[config.mk]
export PLATFORM = sky130hd
export DESIGN_NAME = jump_resolve_unit_flat
export DESIGN_NICKNAME = d
export VERILOG_FILES = /design/src/rtl/jump_resolve_if.sv /design/src/rtl/jump_resolve_unit.sv /design/src/flat_wrapper.sv
export SDC_FILE = /design/constraint.sdc
export NUM_CORES = 1
export LEC_CHECK = 0
export CELL_PAD_IN_SITES_DETAIL_PLACEMENT = 2
export CELL_PAD_IN_SITES_GLOBAL_PLACEMENT = 2
export CORE_UTILIZATION = 22
export CTS_CLUSTER_SIZE = 25
export DETAILED_ROUTE_END_ITERATION = 12
export PLACE_DENSITY = 0.82
export RECOVER_POWER = 25
export SLEW_MARGIN = 15
export SYNTH_ARGS = -nofsm -noshare
export SYNTH_HDL_FRONTEND = slang
export SYNTH_SLANG_ARGS = --single-unit
[constraint.sdc]
create_clock -name clk_i -period 4 [get_ports clk_i]
set_input_delay 1 -clock clk_i [delete_from_list [all_inputs] [get_ports clk_i]]
set_output_delay 1 -clock clk_i [all_outputs]
set_load 0.01 [all_outputs]
[src/rtl/jump_resolve_if.sv]
// ID-stage jump resolution bundle: decode/hazard inputs from the pipeline,
// redirect/flush/link/statistics outputs back to it.
interface jump_resolve_if #(
  parameter int unsigned ADDR_W = 32,
  parameter int unsigned CNT_W  = 16
);
  logic [31:0]       instr_i;
  logic              instr_valid_i;
  logic [ADDR_W-1:0] pc_plus4_i;
  logic [31:0]       rs_data_i;
  logic              ex_regwrite_i;
  logic [4:0]        ex_rd_i;
  logic              mem_regwrite_i;
  logic              mem_memread_i;
  logic [4:0]        mem_rd_i;
  logic [31:0]       mem_fwd_data_i;
  logic              flush_i;

  logic              stall_o;
  logic              redirect_o;
  logic [ADDR_W-1:0] target_o;
  logic              flush_o;
  logic              link_we_o;
  logic [4:0]        link_rd_o;
  logic [ADDR_W-1:0] link_data_o;
  logic [CNT_W-1:0]  redirect_cnt_o;
  logic              err_o;

  modport master (
    output instr_i, instr_valid_i, pc_plus4_i, rs_data_i, ex_regwrite_i, ex_rd_i,
           mem_regwrite_i, mem_memread_i, mem_rd_i, mem_fwd_data_i, flush_i,
    input  stall_o, redirect_o, target_o, flush_o, link_we_o, link_rd_o,
           link_data_o, redirect_cnt_o, err_o
  );

  modport slave (
    input  instr_i, instr_valid_i, pc_plus4_i, rs_data_i, ex_regwrite_i, ex_rd_i,
           mem_regwrite_i, mem_memread_i, mem_rd_i, mem_fwd_data_i, flush_i,
    output stall_o, redirect_o, target_o, flush_o, link_we_o, link_rd_o,
           link_data_o, redirect_cnt_o, err_o
  );
endinterface

[src/rtl/jump_resolve_unit.sv]
// ID-stage jump detector/resolver: decodes jr/jalr (and optionally j/jal), waits out
// rs hazards, then issues a one-cycle registered PC redirect with flush and link write.
module jump_resolve_unit #(
  parameter int unsigned ADDR_W   = 32,
  parameter int unsigned ENABLE_J = 1,
  parameter int unsigned MAX_WAIT = 4,
  parameter int unsigned CNT_W    = 16
) (
  input  logic           clk_i,
  input  logic           rst_i,
  jump_resolve_if.slave  jb
);
  localparam int unsigned WAIT_W = $clog2(MAX_WAIT + 1);

  typedef enum logic [1:0] {S_IDLE, S_WAIT, S_REDIRECT} state_t;

  state_t            state_q, state_d;
  logic [WAIT_W-1:0] wait_q;
  logic [ADDR_W-1:0] target_q, link_data_q;
  logic [4:0]        link_rd_q;
  logic              link_q;
  logic [CNT_W-1:0]  cnt_q;
  logic              err_q;

  logic [5:0]  op, funct;
  logic [4:0]  rs, rt, rd, shamt;
  logic        is_jr, is_jalr, is_j, is_jal, rs_jump, is_jump, is_link;
  logic        hazard, fwd_mem;
  logic [31:0] src_val;
  logic [ADDR_W-1:0] target_d;
  logic [4:0]  link_rd_d;

  logic stall, capture, wait_load, wait_inc, err_set, redir, cnt_inc;

  assign op    = jb.instr_i[31:26];
  assign rs    = jb.instr_i[25:21];
  assign rt    = jb.instr_i[20:16];
  assign rd    = jb.instr_i[15:11];
  assign shamt = jb.instr_i[10:6];
  assign funct = jb.instr_i[5:0];

  always_comb begin
    is_jr   = jb.instr_valid_i && op == 6'd0 && funct == 6'd8 && jb.instr_i[20:6] == '0;
    is_jalr = jb.instr_valid_i && op == 6'd0 && funct == 6'd9 && rt == '0 && shamt == '0;
    is_j    = (ENABLE_J != 0) && jb.instr_valid_i && op == 6'd2;
    is_jal  = (ENABLE_J != 0) && jb.instr_valid_i && op == 6'd3;
    rs_jump = is_jr || is_jalr;
    is_jump = rs_jump || is_j || is_jal;
    is_link = is_jalr || is_jal;

    // $0 is hard-wired, so a pending write to it can never be a real dependency
    hazard  = rs_jump && rs != '0 &&
              ((jb.ex_regwrite_i && jb.ex_rd_i == rs) ||
               (jb.mem_regwrite_i && jb.mem_memread_i && jb.mem_rd_i == rs));
    fwd_mem = jb.mem_regwrite_i && !jb.mem_memread_i && jb.mem_rd_i == rs;
    src_val = fwd_mem ? jb.mem_fwd_data_i : jb.rs_data_i;

    target_d  = rs_jump ? src_val[ADDR_W-1:0]
                        : {jb.pc_plus4_i[ADDR_W-1:28], jb.instr_i[25:0], 2'b00};
    link_rd_d = is_jal ? 5'd31 : (is_jalr ? rd : 5'd0);
  end

  always_comb begin
    state_d   = state_q;
    stall     = 1'b0;
    capture   = 1'b0;
    wait_load = 1'b0;
    wait_inc  = 1'b0;
    err_set   = 1'b0;
    redir     = 1'b0;

    unique case (state_q)
      S_IDLE: begin
        if (is_jump) begin
          if (hazard) begin
            stall     = 1'b1;
            wait_load = 1'b1;
            state_d   = S_WAIT;
          end else begin
            capture = 1'b1;
            state_d = S_REDIRECT;
          end
        end
      end
      S_WAIT: begin
        if (!is_jump) begin
          state_d = S_IDLE;
        end else if (hazard) begin
          if (wait_q == WAIT_W'(MAX_WAIT)) begin
            err_set = 1'b1;
            state_d = S_IDLE;
          end else begin
            stall    = 1'b1;
            wait_inc = 1'b1;
          end
        end else begin
          capture = 1'b1;
          state_d = S_REDIRECT;
        end
      end
      S_REDIRECT: begin
        // whatever sits in ID now is wrong-path, so it is never decoded here
        redir   = 1'b1;
        state_d = S_IDLE;
      end
      default: state_d = S_IDLE;
    endcase

    if (jb.flush_i || rst_i) begin
      state_d   = S_IDLE;
      stall     = 1'b0;
      capture   = 1'b0;
      wait_load = 1'b0;
      wait_inc  = 1'b0;
      err_set   = 1'b0;
      redir     = 1'b0;
    end

    cnt_inc = redir && !(&cnt_q);
  end

  always_ff @(posedge clk_i) begin
    if (rst_i) begin
      state_q     <= S_IDLE;
      wait_q      <= '0;
      target_q    <= '0;
      link_data_q <= '0;
      link_rd_q   <= '0;
      link_q      <= 1'b0;
      cnt_q       <= '0;
      err_q       <= 1'b0;
    end else begin
      state_q <= state_d;
      if (state_d != S_WAIT) wait_q <= '0;
      else if (wait_load)    wait_q <= WAIT_W'(1);
      else if (wait_inc)     wait_q <= wait_q + WAIT_W'(1);
      if (capture) begin
        target_q    <= target_d;
        link_data_q <= jb.pc_plus4_i;
        link_rd_q   <= link_rd_d;
        link_q      <= is_link;
      end
      if (cnt_inc) cnt_q <= cnt_q + CNT_W'(1);
      if (err_set) err_q <= 1'b1;
    end
  end

  assign jb.stall_o        = stall;
  assign jb.redirect_o     = redir;
  assign jb.flush_o        = redir;
  assign jb.link_we_o      = redir && link_q;
  assign jb.target_o       = target_q;
  assign jb.link_rd_o      = link_rd_q;
  assign jb.link_data_o    = link_data_q;
  assign jb.redirect_cnt_o = cnt_q;
  assign jb.err_o          = err_q;
endmodule
[src/flat_wrapper.sv]
// flat-port wrapper written by rule: the top's interface ports become plain ports
module jump_resolve_unit_flat 
#(
  parameter int unsigned ADDR_W   = 32,
  parameter int unsigned ENABLE_J = 1,
  parameter int unsigned MAX_WAIT = 4,
  parameter int unsigned CNT_W    = 16
)
  (clk_i, rst_i, jb_instr_i, jb_instr_valid_i, jb_pc_plus4_i, jb_rs_data_i, jb_ex_regwrite_i, jb_ex_rd_i, jb_mem_regwrite_i, jb_mem_memread_i, jb_mem_rd_i, jb_mem_fwd_data_i, jb_flush_i, jb_stall_o, jb_redirect_o, jb_target_o, jb_flush_o, jb_link_we_o, jb_link_rd_o, jb_link_data_o, jb_redirect_cnt_o, jb_err_o);
  jump_resolve_if #(.ADDR_W(ADDR_W), .CNT_W(CNT_W)) jb_i ();
  input  logic clk_i;
  input  logic rst_i;
  input wire logic [$bits(jb_i.instr_i)-1:0] jb_instr_i;
  input wire logic [$bits(jb_i.instr_valid_i)-1:0] jb_instr_valid_i;
  input wire logic [$bits(jb_i.pc_plus4_i)-1:0] jb_pc_plus4_i;
  input wire logic [$bits(jb_i.rs_data_i)-1:0] jb_rs_data_i;
  input wire logic [$bits(jb_i.ex_regwrite_i)-1:0] jb_ex_regwrite_i;
  input wire logic [$bits(jb_i.ex_rd_i)-1:0] jb_ex_rd_i;
  input wire logic [$bits(jb_i.mem_regwrite_i)-1:0] jb_mem_regwrite_i;
  input wire logic [$bits(jb_i.mem_memread_i)-1:0] jb_mem_memread_i;
  input wire logic [$bits(jb_i.mem_rd_i)-1:0] jb_mem_rd_i;
  input wire logic [$bits(jb_i.mem_fwd_data_i)-1:0] jb_mem_fwd_data_i;
  input wire logic [$bits(jb_i.flush_i)-1:0] jb_flush_i;
  output wire logic [$bits(jb_i.stall_o)-1:0] jb_stall_o;
  output wire logic [$bits(jb_i.redirect_o)-1:0] jb_redirect_o;
  output wire logic [$bits(jb_i.target_o)-1:0] jb_target_o;
  output wire logic [$bits(jb_i.flush_o)-1:0] jb_flush_o;
  output wire logic [$bits(jb_i.link_we_o)-1:0] jb_link_we_o;
  output wire logic [$bits(jb_i.link_rd_o)-1:0] jb_link_rd_o;
  output wire logic [$bits(jb_i.link_data_o)-1:0] jb_link_data_o;
  output wire logic [$bits(jb_i.redirect_cnt_o)-1:0] jb_redirect_cnt_o;
  output wire logic [$bits(jb_i.err_o)-1:0] jb_err_o;
  assign jb_i.instr_i = jb_instr_i;
  assign jb_i.instr_valid_i = jb_instr_valid_i;
  assign jb_i.pc_plus4_i = jb_pc_plus4_i;
  assign jb_i.rs_data_i = jb_rs_data_i;
  assign jb_i.ex_regwrite_i = jb_ex_regwrite_i;
  assign jb_i.ex_rd_i = jb_ex_rd_i;
  assign jb_i.mem_regwrite_i = jb_mem_regwrite_i;
  assign jb_i.mem_memread_i = jb_mem_memread_i;
  assign jb_i.mem_rd_i = jb_mem_rd_i;
  assign jb_i.mem_fwd_data_i = jb_mem_fwd_data_i;
  assign jb_i.flush_i = jb_flush_i;
  assign jb_stall_o = jb_i.stall_o;
  assign jb_redirect_o = jb_i.redirect_o;
  assign jb_target_o = jb_i.target_o;
  assign jb_flush_o = jb_i.flush_o;
  assign jb_link_we_o = jb_i.link_we_o;
  assign jb_link_rd_o = jb_i.link_rd_o;
  assign jb_link_data_o = jb_i.link_data_o;
  assign jb_redirect_cnt_o = jb_i.redirect_cnt_o;
  assign jb_err_o = jb_i.err_o;
  jump_resolve_unit #(.ADDR_W(ADDR_W), .ENABLE_J(ENABLE_J), .MAX_WAIT(MAX_WAIT), .CNT_W(CNT_W)) u_core (.clk_i(clk_i), .rst_i(rst_i), .jb(jb_i));
endmodule
==> impl_metrics.yaml <==
run_status:
  status: "complete, no violations"
detailed_routing:
  first_iter_violations: 126
  avgRoutedWirePerCell_um: 19.8
  avgViaCountPerCell: 4.79
  routed_wl_um: 20800
  antenna_left: 0
  drc: 0
  drt-pass1-iter-count: 4
  vias: 5039
sta:
  fmax_ghz: 0.255
  drv_slew: 0
  final_hold_viol_count: 0
  min_period_over_period_pct: 97.9
  hold_slack_ns: 0.473
  setup_viol: 0
  worstMarginPinSlew_ns: 0.793
  setup_slack_ns: 0.0839
  tns_ns: 0
  layout_min_cycle_time_ns: 3.92
  skew_ns: 0.00855
  relSlewSlack_pct: 46.7
synthesis:
  synthArstFlopShare_pct: 0
  synth_cell_type_count: 45
  synth_flop_cell: "dfxtp_1"
  ys_ff_latch: 92
  synthCells: 508
  avgSynthCellArea_sq_um: 9.09
  ys_seq_area_share_pct: 39.9
  syn_area_sq_mm: 0.00462
  syn_nets: 656
  synth_edf_count: 0
  yosysWarnings: 0
floorplanning:
  core_area_sq_mm: 0.0204
  die_y_um: 147
  initial_core_util_pct: 22.6
  die_area_sq_mm: 0.0216
  ioPinCount: 235
  rows: 52
  dieWidth_um: 147
finish:
  layout_commonest_cell: "clkdlybuf4s50_1"
  final_area_sq_mm: 0.00802
  final_core_util_pct: 39.2
  drive_above_1_share_pct: 19.8
  fin_cells: 1053
  final_cell_mix: "clkdlybuf4s50_1, dfxtp_1, a21oi_1"
  fin_nets: 925
  areaGrowthSynthToFinish_pct: 73.7
clock_network:
  cts_tree: "built"
  cts.sinks: 92
  cts-htree-levels: 3
  holdBufCountCts: 0
  cts_max_path_buffers: 2
  clock-root-buffer: "clkbuf_16"
  insertion_delay_ns: 0.35
  cts_buffers: 9
  path_clk_slew_ns: 0.07
worst_setup_path:
  slowest_delay_ns: 0.50
  worst_ep_required_time_ns: 3.00
  path_class: "in2out"
  path_cells: "clkdlybuf4s50_1 > nor3_2 > nand2_2 > or4_4 > a211oi_4 > buf_6 > nand2_2 > nor2_2 > buf_2"
  cp_top_family: "simple AND/OR/NAND/NOR gates"
  crit_buf_inv: 3
  start_kind: "input pin"
  critPathArrivalTime_ns: 2.92
  endpoint_kind: "primary output"
  cpMaxStageDelayCell: "or4_4"
  critPathMaxFanout: 2
  path_common_cell: "nand2_2"
global_route:
  grt_antenna_before_repair: 3
  overflow: 0
  grt_pass1_vias: 5609
  grt_pass1_wl_um: 31900
  grt_max_degree: 46
  grt_use_total_pct: 19.1
pwr:
  power_density_mw_per_mm2: 266
  p_total_mw: 2.13
  p_leak_nw: 3.07
  power.internal_mw: 1.64
  p_seq_share_pct: 43.0
  ir_worst_vdd_v: 0.000196
  p_sw_share_pct: 23.3
  p_sw_uw: 497
  clockPowerShare_pct: 44.7
  p_comb_share_pct: 12.3
hold_path:
  hold_class: "reg2reg"
flow_run:
  cap_violations: 0
place:
  io_buffers: 234
  gp_congestion: 0.743
  place_ws_ns: -0.717
  hpwl_um: 15600
  placed_cell_area_sq_mm: 0.00759
  dp_cells: 1029
==> worst paths after layout <==
check	from	endpoint	slack, ns	cells past startpoint
worst max register to register	u_core.jb.redirect_cnt_o[6]	u_core.jb.redirect_cnt_o[9]	1.83	7
worst max-delay path	jb_instr_i[9]	jb_stall_o	0.08	9
worst min-delay path	u_core.jb.link_data_o[3]	u_core.jb.link_data_o[3]	0.47	2
worst min register to register	u_core.jb.link_data_o[3]	u_core.jb.link_data_o[3]	0.47	2
==> synth_stat cells, types with 2 or more instances <==
library cell  instances  area, sq um
a211oi_1              2         15.0
a211oi_2             20          250
a21oi_1              80          400
and2_1                2         12.5
and3_1                4         25.0
buf_1                 2         7.51
buf_2                 5         25.0
buf_4                 4         30.0
buf_6                 3         33.8
clkbuf_1             24         90.1
dfxtp_1              92         1840
ha_1                  3         37.5
inv_1                 5         18.8
mux2_2               31          349
mux2i_1              29          290
nand2_1              16         60.1
nand2b_1             15         93.8
nand3_1              39          195
nand4_1               9         56.3
nand4b_1              2         17.5
nor2_1               26         97.6
nor3_1                4         20.0
nor4_1               10         62.6
o21ai_0              21          105
o21ai_1              16         80.1
or3_1                 2         12.5
or4_1                 2         15.0
xnor2_1               4         35.0
xor2_1               20          175
==> cells by family (layout without fill, tap and decap cells) <==
group	Yosys count	in the layout	share of synthesized area (%)
compound gates	146	146	19.8
xor+xnor	24	24	4.55
fa+ha+maj	3	3	0.813
buf+inv	43	316	4.45
flops	92	92	39.9
mux	60	60	13.9
other cells	0	2	0
simple gates	140	140	16.6
==> layout make-up <==
class                   count  area [sq um]
fillers                  2240         12400
flip-flops and latches     92          1840
diodes                      2          5.00
clock buffers               9           225
well taps                 270           338
repair buffers            296          2820
inverters                   5          18.8
clock inverters             6          95.1
multi-input cells         373          2670
==> routing by layer <==
metal | track usage [%] | wire length [um]
met4 | 6.77 | 561
met3 | 5.43 | 1270
met1 | 21.5 | 8530
met2 | 34.3 | 10400
met5 | 0 | 13
==> timing repair <==
action	CTS	global route
setup buffers	5	2
hold endpoints to repair	0	0
pin swaps	13	10
setup endpoints to repair	1	1
resized for setup	43	11
==> power groups by stage <==
stage	Sequential [mW]	Combinational [mW]	Clock, mW
floorplan	0.940	0.0609	0
global placement	0.939	0.257	0
detailed placement	0.939	0.264	0
CTS	0.918	0.263	0.990
global route	0.918	0.280	1.03
finish	0.918	0.262	0.955
==> sequential cells by signal, indices dropped and copies added, names as in the netlist <==
signal and cells:
u_core.jb.target_o 32, u_core.state_q 2, u_core.jb.redirect_cnt_o 16, u_core.jb.err_o 1, u_core.wait_q 3, u_core.jb.link_data_o 32, u_core.link_q 1, u_core.jb.link_rd_o 5
==> worst reg2reg max path: stages (launching register included) <==
cell and delay [ns]:
dfxtp_1 0.45, nand4_1 0.21, nor4_1 0.75, nor3_1 0.11, buf_4 0.20, nand4_1 0.10
xor2_1 0.15, nor2_1 0.05
(Power assumes the default switching activity.)
